[config.mk]
export PLATFORM = sky130hd
export DESIGN_NAME = alu_serial_frame_rx
export DESIGN_NICKNAME = d
export VERILOG_FILES = /design/src/rtl/alu_serial_frame_rx.sv
export SDC_FILE = /design/constraint.sdc
export NUM_CORES = 1
export LEC_CHECK = 0
export ABC_AREA = 1
export BUFFER_PORTS_ARGS = -buffer_cell sky130_fd_sc_hd__buf_2
export CORE_MARGIN = 10
export CORE_UTILIZATION = 62
export DETAILED_ROUTE_END_ITERATION = 8
export GPL_ROUTABILITY_DRIVEN = 0
export PLACE_DENSITY = 0.84
export SYNTH_ARGS = -nofsm -noshare
export SYNTH_HDL_FRONTEND = slang
export SYNTH_SLANG_ARGS = --single-unit
[constraint.sdc]
create_clock -name clk -period 4.7 [get_ports clk]
set_clock_uncertainty 0.05 [all_clocks]
set_input_delay 0.47 -clock clk [delete_from_list [all_inputs] [get_ports clk]]
set_output_delay 0.47 -clock clk [all_outputs]
set_load 0.02 [all_outputs]
[src/rtl/alu_serial_frame_rx.sv]
// Serial frame receiver: NUM_OPERANDS*DATA_BYTES DATA packets plus one CMD packet, CRC4-checked.
// Optional FRAME_TIMEOUT_EN aborts a partial frame after TIMEOUT_CYCLES idle cycles between packets.
module alu_serial_frame_rx #(
    parameter int DATA_BYTES     = 4,
    parameter int NUM_OPERANDS   = 2,
    parameter int TIMEOUT_CYCLES = 64
) (
    input  logic                                 clk,
    input  logic                                 rst_n,
    input  logic                                 sin,
    output logic                                 out_valid,
    input  logic                                 out_ready,
    output logic [NUM_OPERANDS*DATA_BYTES*8-1:0] data_out,
    output logic [2:0]                           op_out,
    output logic                                 err_out,
    output logic [2:0]                           err_flags
);

    localparam int W    = NUM_OPERANDS * DATA_BYTES * 8;
    localparam int NPKT = NUM_OPERANDS * DATA_BYTES;
    localparam int PW   = $clog2(NPKT + 1);
    localparam logic [PW-1:0] NPKT_C = PW'(NPKT);

    typedef enum logic [2:0] {S_IDLE, S_FLAG, S_BITS, S_STOP, S_RECOVER} state_t;

    state_t          r_state, w_next;
    logic [2:0]      r_bit_cnt;
    logic [PW-1:0]   r_pkt_cnt;
    logic            r_flag;
    logic [7:0]      r_payload;
    logic [W-1:0]    r_shadow;
    logic [3:0]      r_crc;
    logic [3:0]      r_rec_cnt;
    logic            r_out_valid;
    logic [W-1:0]    r_data_out;
    logic [2:0]      r_op_out;
    logic            r_err_out;
    logic [2:0]      r_err_flags;

    logic            w_done, w_good, w_timeout, w_crc_en;
    logic [2:0]      w_flags;
    logic [3:0]      w_crc_next;
    logic            w_unused_cfg;

    assign w_unused_cfg = (TIMEOUT_CYCLES != 0);

`ifdef FRAME_TIMEOUT_EN
    localparam int TW = $clog2(TIMEOUT_CYCLES + 1);
    logic [TW-1:0] r_idle_cnt;

    assign w_timeout = (r_state == S_IDLE) && sin && (r_pkt_cnt != '0) &&
                       (r_idle_cnt == TW'(TIMEOUT_CYCLES - 1));

    always_ff @(posedge clk) begin
        if (!rst_n)
            r_idle_cnt <= '0;
        else if ((r_state == S_IDLE) && sin && (r_pkt_cnt != '0) && !w_timeout)
            r_idle_cnt <= r_idle_cnt + TW'(1);
        else
            r_idle_cnt <= '0;
    end
`else
    assign w_timeout = 1'b0;
`endif

    // CMD packets feed only the op bits (payload bits 6:4) into the CRC
    assign w_crc_en   = (r_state == S_BITS) &&
                        (!r_flag || (r_bit_cnt >= 3'd1 && r_bit_cnt <= 3'd3));
    assign w_crc_next = {r_crc[2:0], 1'b0} ^ ((r_crc[3] ^ sin) ? 4'b0011 : 4'b0000);

    always_ff @(posedge clk) begin
        if (!rst_n)
            r_state <= S_IDLE;
        else
            r_state <= w_next;
    end

    always_comb begin
        w_next  = r_state;
        w_done  = 1'b0;
        w_good  = 1'b0;
        w_flags = '0;
        case (r_state)
            S_IDLE: begin
                if (w_timeout) begin
                    w_done  = 1'b1;
                    w_flags = 3'b100;
                end else if (!sin) begin
                    w_next = S_FLAG;
                end
            end
            S_FLAG: w_next = S_BITS;
            S_BITS: if (r_bit_cnt == 3'd7) w_next = S_STOP;
            S_STOP: begin
                w_next = S_IDLE;
                if (!sin || (!r_flag && r_pkt_cnt == NPKT_C) ||
                    (r_flag && (r_pkt_cnt != NPKT_C || r_payload[7]))) begin
                    w_done  = 1'b1;
                    w_flags = 3'b100;
                    w_next  = S_RECOVER;
                end else if (r_flag && (r_crc != r_payload[3:0])) begin
                    w_done  = 1'b1;
                    w_flags = 3'b010;
                    w_next  = S_RECOVER;
                end else if (r_flag) begin
                    w_done = 1'b1;
                    w_good = 1'b1;
                end
            end
            S_RECOVER: if (sin && r_rec_cnt == 4'd10) w_next = S_IDLE;
            default: w_next = S_IDLE;
        endcase
    end

    always_ff @(posedge clk) begin
        if (!rst_n) begin
            r_bit_cnt <= '0;
            r_pkt_cnt <= '0;
            r_flag    <= 1'b0;
            r_payload <= '0;
            r_shadow  <= '0;
            r_crc     <= '0;
            r_rec_cnt <= '0;
        end else begin
            case (r_state)
                S_IDLE: begin
                    r_bit_cnt <= '0;
                    if (w_timeout) begin
                        r_pkt_cnt <= '0;
                        r_crc     <= '0;
                    end
                end
                S_FLAG: r_flag <= sin;
                S_BITS: begin
                    r_bit_cnt <= r_bit_cnt + 3'd1;
                    r_payload <= {r_payload[6:0], sin};
                    if (!r_flag) r_shadow <= {r_shadow[W-2:0], sin};
                    if (w_crc_en) r_crc <= w_crc_next;
                end
                S_STOP: begin
                    r_rec_cnt <= '0;
                    if (w_done) begin
                        r_pkt_cnt <= '0;
                        r_crc     <= '0;
                    end else begin
                        r_pkt_cnt <= r_pkt_cnt + PW'(1);
                    end
                end
                S_RECOVER: r_rec_cnt <= sin ? r_rec_cnt + 4'd1 : 4'd0;
                default: ;
            endcase
        end
    end

    // Overrun keeps the held result and only marks it
    always_ff @(posedge clk) begin
        if (!rst_n) begin
            r_out_valid <= 1'b0;
            r_data_out  <= '0;
            r_op_out    <= '0;
            r_err_out   <= 1'b0;
            r_err_flags <= '0;
        end else if (w_done) begin
            if (r_out_valid && !out_ready) begin
                r_err_flags[0] <= 1'b1;
            end else begin
                r_out_valid <= 1'b1;
                r_data_out  <= w_good ? r_shadow : '0;
                r_op_out    <= w_good ? r_payload[6:4] : 3'b000;
                r_err_out   <= !w_good;
                r_err_flags <= w_flags;
            end
        end else if (r_out_valid && out_ready) begin
            r_out_valid <= 1'b0;
        end
    end

    assign out_valid = r_out_valid;
    assign data_out  = r_data_out;
    assign op_out    = r_op_out;
    assign err_out   = r_err_out;
    assign err_flags = r_err_flags;

endmodule

# Word-level counts from Yosys, hierarchy flattened
# Index checks and enable logic that the tools add are counted.
[word_totals] regBits=163 inputBits=4 output_inout_bits=72
[classes] add_sub_neg=3 magnitude_cmp=2 n_eq_ne=15 muxes=30 n_bitwise=4 reduce_logical=26
[op_table] op="$mux 64" count=1
[op_table] op="$mux 3" count=8
[op_table] op="$mux 4" count=4
[op_table] op="$pmux 4 s2" count=2
[op_table] op="$pmux 3 s5" count=1
[op_table] op="$mux 1" count=11
[op_table] op="$ne 2x2->1 const B" count=5
[op_table] op="$add 4x1->4 const B" count=2
[op_table] op="$eq 4x4->1 const B" count=2
[op_table] op="$logic_and 1x1->1" count=8
[op_table] op="$reduce_bool 2->1" count=4
[op_table] op="$eq 3x2->1 const B" count=2
[op_table] op="$eq 3x3->1 const B" count=2
[op_table] op="$pmux 3 s2" count=1
[op_table] op="$reduce_and 2->1" count=3
[op_table] op="$reduce_and 3->1" count=2
[op_table] op="$logic_not 1->1" count=4
[op_table] op="$logic_or 1x1->1" count=4
[op_table] op="$mux 2" count=2
[op_table] op="$ne 4x4->1" count=1
[op_table] op="$ne 4x4->1 const B" count=1
[op_table] op="$xor 4x2->4" count=1
[op_table] op="$add 3x1->3 const B" count=1
[op_table] op="$eq 3x1->1 const B" count=1
[op_table] op="other kinds (6)" count=7

# Logic depth before layout (Yosys ltp)
[depth] depth_word=8 ltp_mapped=12

# Least setup slack after synthesis
# OpenSTA, ideal clock, no wires.
[synth_timing] kind="reg-to-reg" from="reg r_pkt_cnt[0]" to="reg r_data_out[17] (netlist: data_out[17])" setup_ps=122 arrival_ps=1427 slack_ps=3101 path_stages_with_launch=11 n_path_buf=2 cell_sequence="dfxtp_1 > inv_1 > ha_1 > nand3_1 > nand3_1 > nand2_1 > nor2_2 > buf_4 > buf_2 > o21ai_0 > a21oi_2"
[synth_via] elab_chain_cells=7 word_cells_on_any_way=13
[synth_rtl] item="start, declared" line="28" text="logic [PW-1:0] r_pkt_cnt;"
[synth_rtl] item="start signal, assigned" line="146" text="r_pkt_cnt <= r_pkt_cnt + PW'(1);"
[synth_rtl] item="$eq 4x4->1 / $ne 4x4->1 (equally long branches)" line="96, 97"
[synth_rtl] item="$logic_and 1x1->1 / $logic_or 1x1->1 (equally long branches)" line="96, 97"
[synth_rtl] item="$logic_or 1x1->1 / $logic_and 1x1->1 (equally long branches)" line="96, 97"
[synth_rtl] item="$logic_or 1x1->1 *" line="96" text="if (!sin || (!r_flag && r_pkt_cnt == NPKT_C) ||"
[synth_rtl] item="$mux 1" line="96"
[synth_rtl] item="$mux 1 (on tied branches)"
[synth_rtl] item="$mux 64 / $reduce_and 2->1 (equally long branches)"
[synth_rtl] item="end signal, assigned" line="168" text="r_data_out <= w_good ? r_shadow : '0;"
[synth_rtl] item="end, declared" line="35" text="logic [W-1:0] r_data_out;"
# Every way passes the cells marked *; elsewhere a longest branch is shown, timed or not.
# A chain may end at the register's enable or synchronous reset.

# Final worst setup path
[layout_timing] from="reg r_flag" to="reg r_data_out[60] (netlist: data_out[60])"
[layout_via] elab_chain_cells=7 word_cells_on_any_way=15
[layout_rtl] item="start, declared" line="29" text="logic r_flag;"
[layout_rtl] item="start signal, assigned" line="133" text="S_FLAG: r_flag <= sin;"
[layout_rtl] item="$logic_not 1->1"
[layout_rtl] item="$logic_and 1x1->1" line="96"
[layout_rtl] item="$logic_or 1x1->1 (2 in a row)" line="96"
[layout_rtl] item="$mux 1" line="96"
[layout_rtl] item="$mux 1 (on tied branches)"
[layout_rtl] item="$mux 64 / $reduce_and 2->1 (equally long branches)"
# Several ways; a longest one is shown, not always the timed one.

==> reports/metrics.csv <==
stage;metric;value;unit
outcome;run_status;complete, no violations;
grt;grt_pass1_vias;5342;
flow_run;max-cap-violations;0;
floorplanning;core-area;10700;µm²
setup_path;criticalPathCategory;register to register;
synth;syn_avg_cell_area;7.96;µm²
pwr;cellInternalPower;2.49;mW
drt;detail_route.iter0.violations;524;
finish;layout-drive-gt1-share;20.4;%
floorplanning;placement_rows;38;
pwr;p_leak;2.91;nW
pwr;p_sw;1.49;mW
synth;synth_top_cells_by_area;sky130_fd_sc_hd__dfxtp_1, sky130_fd_sc_hd__nand3_1, sky130_fd_sc_hd__a21oi_1;
cts;cts_tree;yes;
cts;path_clk_slew;0.06;ns
drt;vias_per_cell;5.58;
drt;vias;5769;
floorplanning;die_ar;15400;µm²
synth;synth_commonest_cells;sky130_fd_sc_hd__dfxtp_1, sky130_fd_sc_hd__nand3_1, sky130_fd_sc_hd__nand2_1;
synth;synth.most_common_cell;sky130_fd_sc_hd__dfxtp_1;
pwr;p_clk_share;34.0;%
pwr;sequential_cell_fraction_of_total_power;39.1;%
cts;post-cts-setup-buffer-count;0;
floorplanning;die_height;124;µm
timing;setup-tns-final;0;ns
synth;post_synthesis_async_set_or_reset_flop_share;0;%
grt;grt_pass1_wl;25700;µm
grt;number_of_antenna_violations_at_the_first_check_in_global_routing;0;
timing;timing.fmax;345;MHz
pwr;power_per_cell_area;522;nW/µm²
pwr;p_comb_share;27.0;%
timing;fin_crit_period;2.90;ns
synth;share_of_synthesized_area_occupied_by_flip_flops_and_latches;48.4;%
timing;worst_pin_slew;1.19;ns
drt;detail-route-antenna-nets;0;
timing;unrepaired_setup_endpoints_after_global_routing;false;
min_path;hp-class;primary input to register;
setup_path;worstPathRequired;5.11;ns
cts;post_cts.resized_instances;0;
finish;num-fill-cells;870;
setup_path;timing.critical_path.fanout_max;67;
grt;grt_max_degree;87;
placement;dpl.cell_count;1001;
synth;yosys_most_used_dff;sky130_fd_sc_hd__dfxtp_1;
pwr;irDropWorstVdd;0.428;mV
cts;cts-hold-fix-buffers;0;
cts;cts-buffers-inserted;17;
synth;netlist_area;6740;µm²
finish;nets;892;
synth;ys_seq_elements;163;
cts;ctsHtreeMaxLevel;4;
setup_path;startpoint_type;register;
synth;yosysTopAreaCell;sky130_fd_sc_hd__dfxtp_1;
timing;slew_violations;0;
drt;wire_per_inst;14.6;µm
timing;setup_viol;0;
pwr;switching_part_of_the_total_power;37.4;%
synth;yosysWarningCount;0;
floorplanning;design.portCount;76;
finish;area.growth.synth_to_final;12.9;%
grt;globalRouteTotalUtil;19.2;%
timing;timing.slew.headroom;20.8;%
synth;yosysUniqueCellTypes;32;
floorplanning;start_util;62.7;%
timing;final-hold-violation-count;0;
synth;synth_edf_count;0;
drt;post-route-drc-count;0;
grt;gr-total-overflow;0;
synth;syn-num-nets;858;
drt;drt-total-wl;15000;µm
cts;cts.root.buffer_cell;sky130_fd_sc_hd__clkbuf_8;
timing;period_share;61.7;%
placement;port_buffers;75;
drt;first_pass_iters;5;
timing;final_critical_path_setup_slack;1.80;ns
floorplanning;die_width;124;µm
setup_path;cp-end-kind;register;
placement;dpl_cell_area;7030;µm²
cts;clock_path_buffers;2;
timing;hold_slack;0.231;ns
placement;detailed_place_hpwl;9050;µm
cts;tritoncts_num_sinks;163;
setup_path;arrival;3.31;ns
finish;antenna_cells;0;
synth;synthesis.instances;846;
synth;synth_largest_type_area_fraction;48.4;%
finish;cell_area_after_layout;7610;µm²
finish;fin_cells;1033;
cts;clock_network_latency_to_the_later_pin_of_the_worst_skew_pair;0.53;ns
placement;dp_slack;1.83;ns
worst max-delay path, stage by stage (launching register included):
cell and delay, ns:
sky130_fd_sc_hd__dfxtp_1 0.46, sky130_fd_sc_hd__inv_2 0.47, sky130_fd_sc_hd__nand3_1 0.24, sky130_fd_sc_hd__nand2_1 0.26, sky130_fd_sc_hd__nor2_4 0.65, sky130_fd_sc_hd__buf_4 0.39
sky130_fd_sc_hd__o21ai_0 0.14, sky130_fd_sc_hd__a21oi_1 0.16
layout by cell type, fill, tap and decap left out:
cell and n:
sky130_fd_sc_hd__dfxtp_1 163, sky130_fd_sc_hd__nand3_1 128, sky130_fd_sc_hd__nand2_1 122, sky130_fd_sc_hd__a21oi_1 119
sky130_fd_sc_hd__buf_2 75, sky130_fd_sc_hd__o21ai_0 69, sky130_fd_sc_hd__inv_1 41, sky130_fd_sc_hd__nor2_1 39
sky130_fd_sc_hd__nand3_2 21, sky130_fd_sc_hd__a21oi_2 20, sky130_fd_sc_hd__or2_2 16, sky130_fd_sc_hd__clkbuf_16 16
sky130_fd_sc_hd__buf_4 11, sky130_fd_sc_hd__ha_1 8, sky130_fd_sc_hd__inv_2 4, sky130_fd_sc_hd__nor2_4 4
sky130_fd_sc_hd__nor3_1 3, sky130_fd_sc_hd__xor2_1 3, sky130_fd_sc_hd__clkbuf_8 3, sky130_fd_sc_hd__clkbuf_1 3
sky130_fd_sc_hd__clkinv_4 3, sky130_fd_sc_hd__nand2_2 2, sky130_fd_sc_hd__xnor2_1 2, sky130_fd_sc_hd__nand4_1 2
sky130_fd_sc_hd__o22ai_1 2, sky130_fd_sc_hd__a211oi_1 2, sky130_fd_sc_hd__clkinvlp_4 2, sky130_fd_sc_hd__inv_6 2
sky130_fd_sc_hd__bufinv_16 2, sky130_fd_sc_hd__nand3b_1 1, sky130_fd_sc_hd__nor3b_1 1, sky130_fd_sc_hd__nor4_1 1
sky130_fd_sc_hd__a2bb2oi_1 1, sky130_fd_sc_hd__o211ai_1 1, sky130_fd_sc_hd__clkinv_2 1
cells by family (layout without fill, tap and decap cells):
group           Yosys count  after routing  share of synthesized area, %
xor+xnor                  5              5                         0.650
fa+ha+maj                 8              8                          1.49
simple gates            340            340                          24.4
buf+inv                 116            163                          7.86
flops                   163            163                          48.4
compound gates          214            214                          17.2
registers in the layout (all words and copies together), names as in the netlist:
register and cells:
out_valid 1, err_out 1, r_crc 4, data_out 64, r_shadow 64, r_payload 8, op_out 3, err_flags 3
r_state 3, r_pkt_cnt 4, r_bit_cnt 3, r_rec_cnt 4, r_flag 1
cell type report:
cell class                 instances  area (µm²)  share of cell area [%]
sequential                       163        3260                    42.9
timing repair buffer              86         458                    6.02
clock buffer                      22         453                    5.95
clock inverter                    10         124                    1.63
multi-input combinational        567        2970                    39.0
tap                              140         175                    2.30
inverter                          45         169                    2.22
metrics by stage:
stage	total power [mW]	utilization, %
after floorplan	2.46	-
after global placement	2.63	65.4
after detailed placement	2.64	65.4
after CTS	3.98	70.8
after global routing	4.17	70.8
final	3.97	70.8
routing by layer:
| layer | global-route usage [%] | routed length (µm) | up-vias |
|---|---|---|---|
| met5 | 0 | 0 | - |
| met2 | 30.6 | 7190 | 156 |
| met4 | 7.20 | 187 | 0 |
| met3 | 5.23 | 861 | 18 |
| met1 | 24.1 | 6810 | 2684 |
| li1 | - | - | 2911 |
power groups by stage:
stage	combinational, mW	sequential (mW)	clock (mW)
finish	1.07	1.55	1.35
global route	1.18	1.56	1.42
CTS	1.07	1.55	1.36
detailed placement	1.06	1.58	0
global placement	1.06	1.58	0
floorplan	0.841	1.62	0
worst paths after layout:
check,startpoint,end,slack [ns],cells after the start
worst max-delay path,r_flag$_SDFFE_PN0P_,data_out[60]$_SDFFE_PN0P_,1.80,7
worst max register to register,r_flag$_SDFFE_PN0P_,data_out[60]$_SDFFE_PN0P_,1.80,7
worst min-delay path,out_ready,out_valid$_SDFFE_PN0P_,0.23,4
worst min register to register,r_shadow[63]$_SDFFE_PN0P_,r_shadow[63]$_SDFFE_PN0P_,0.42,2
Power figures use the tool's default switching activity.
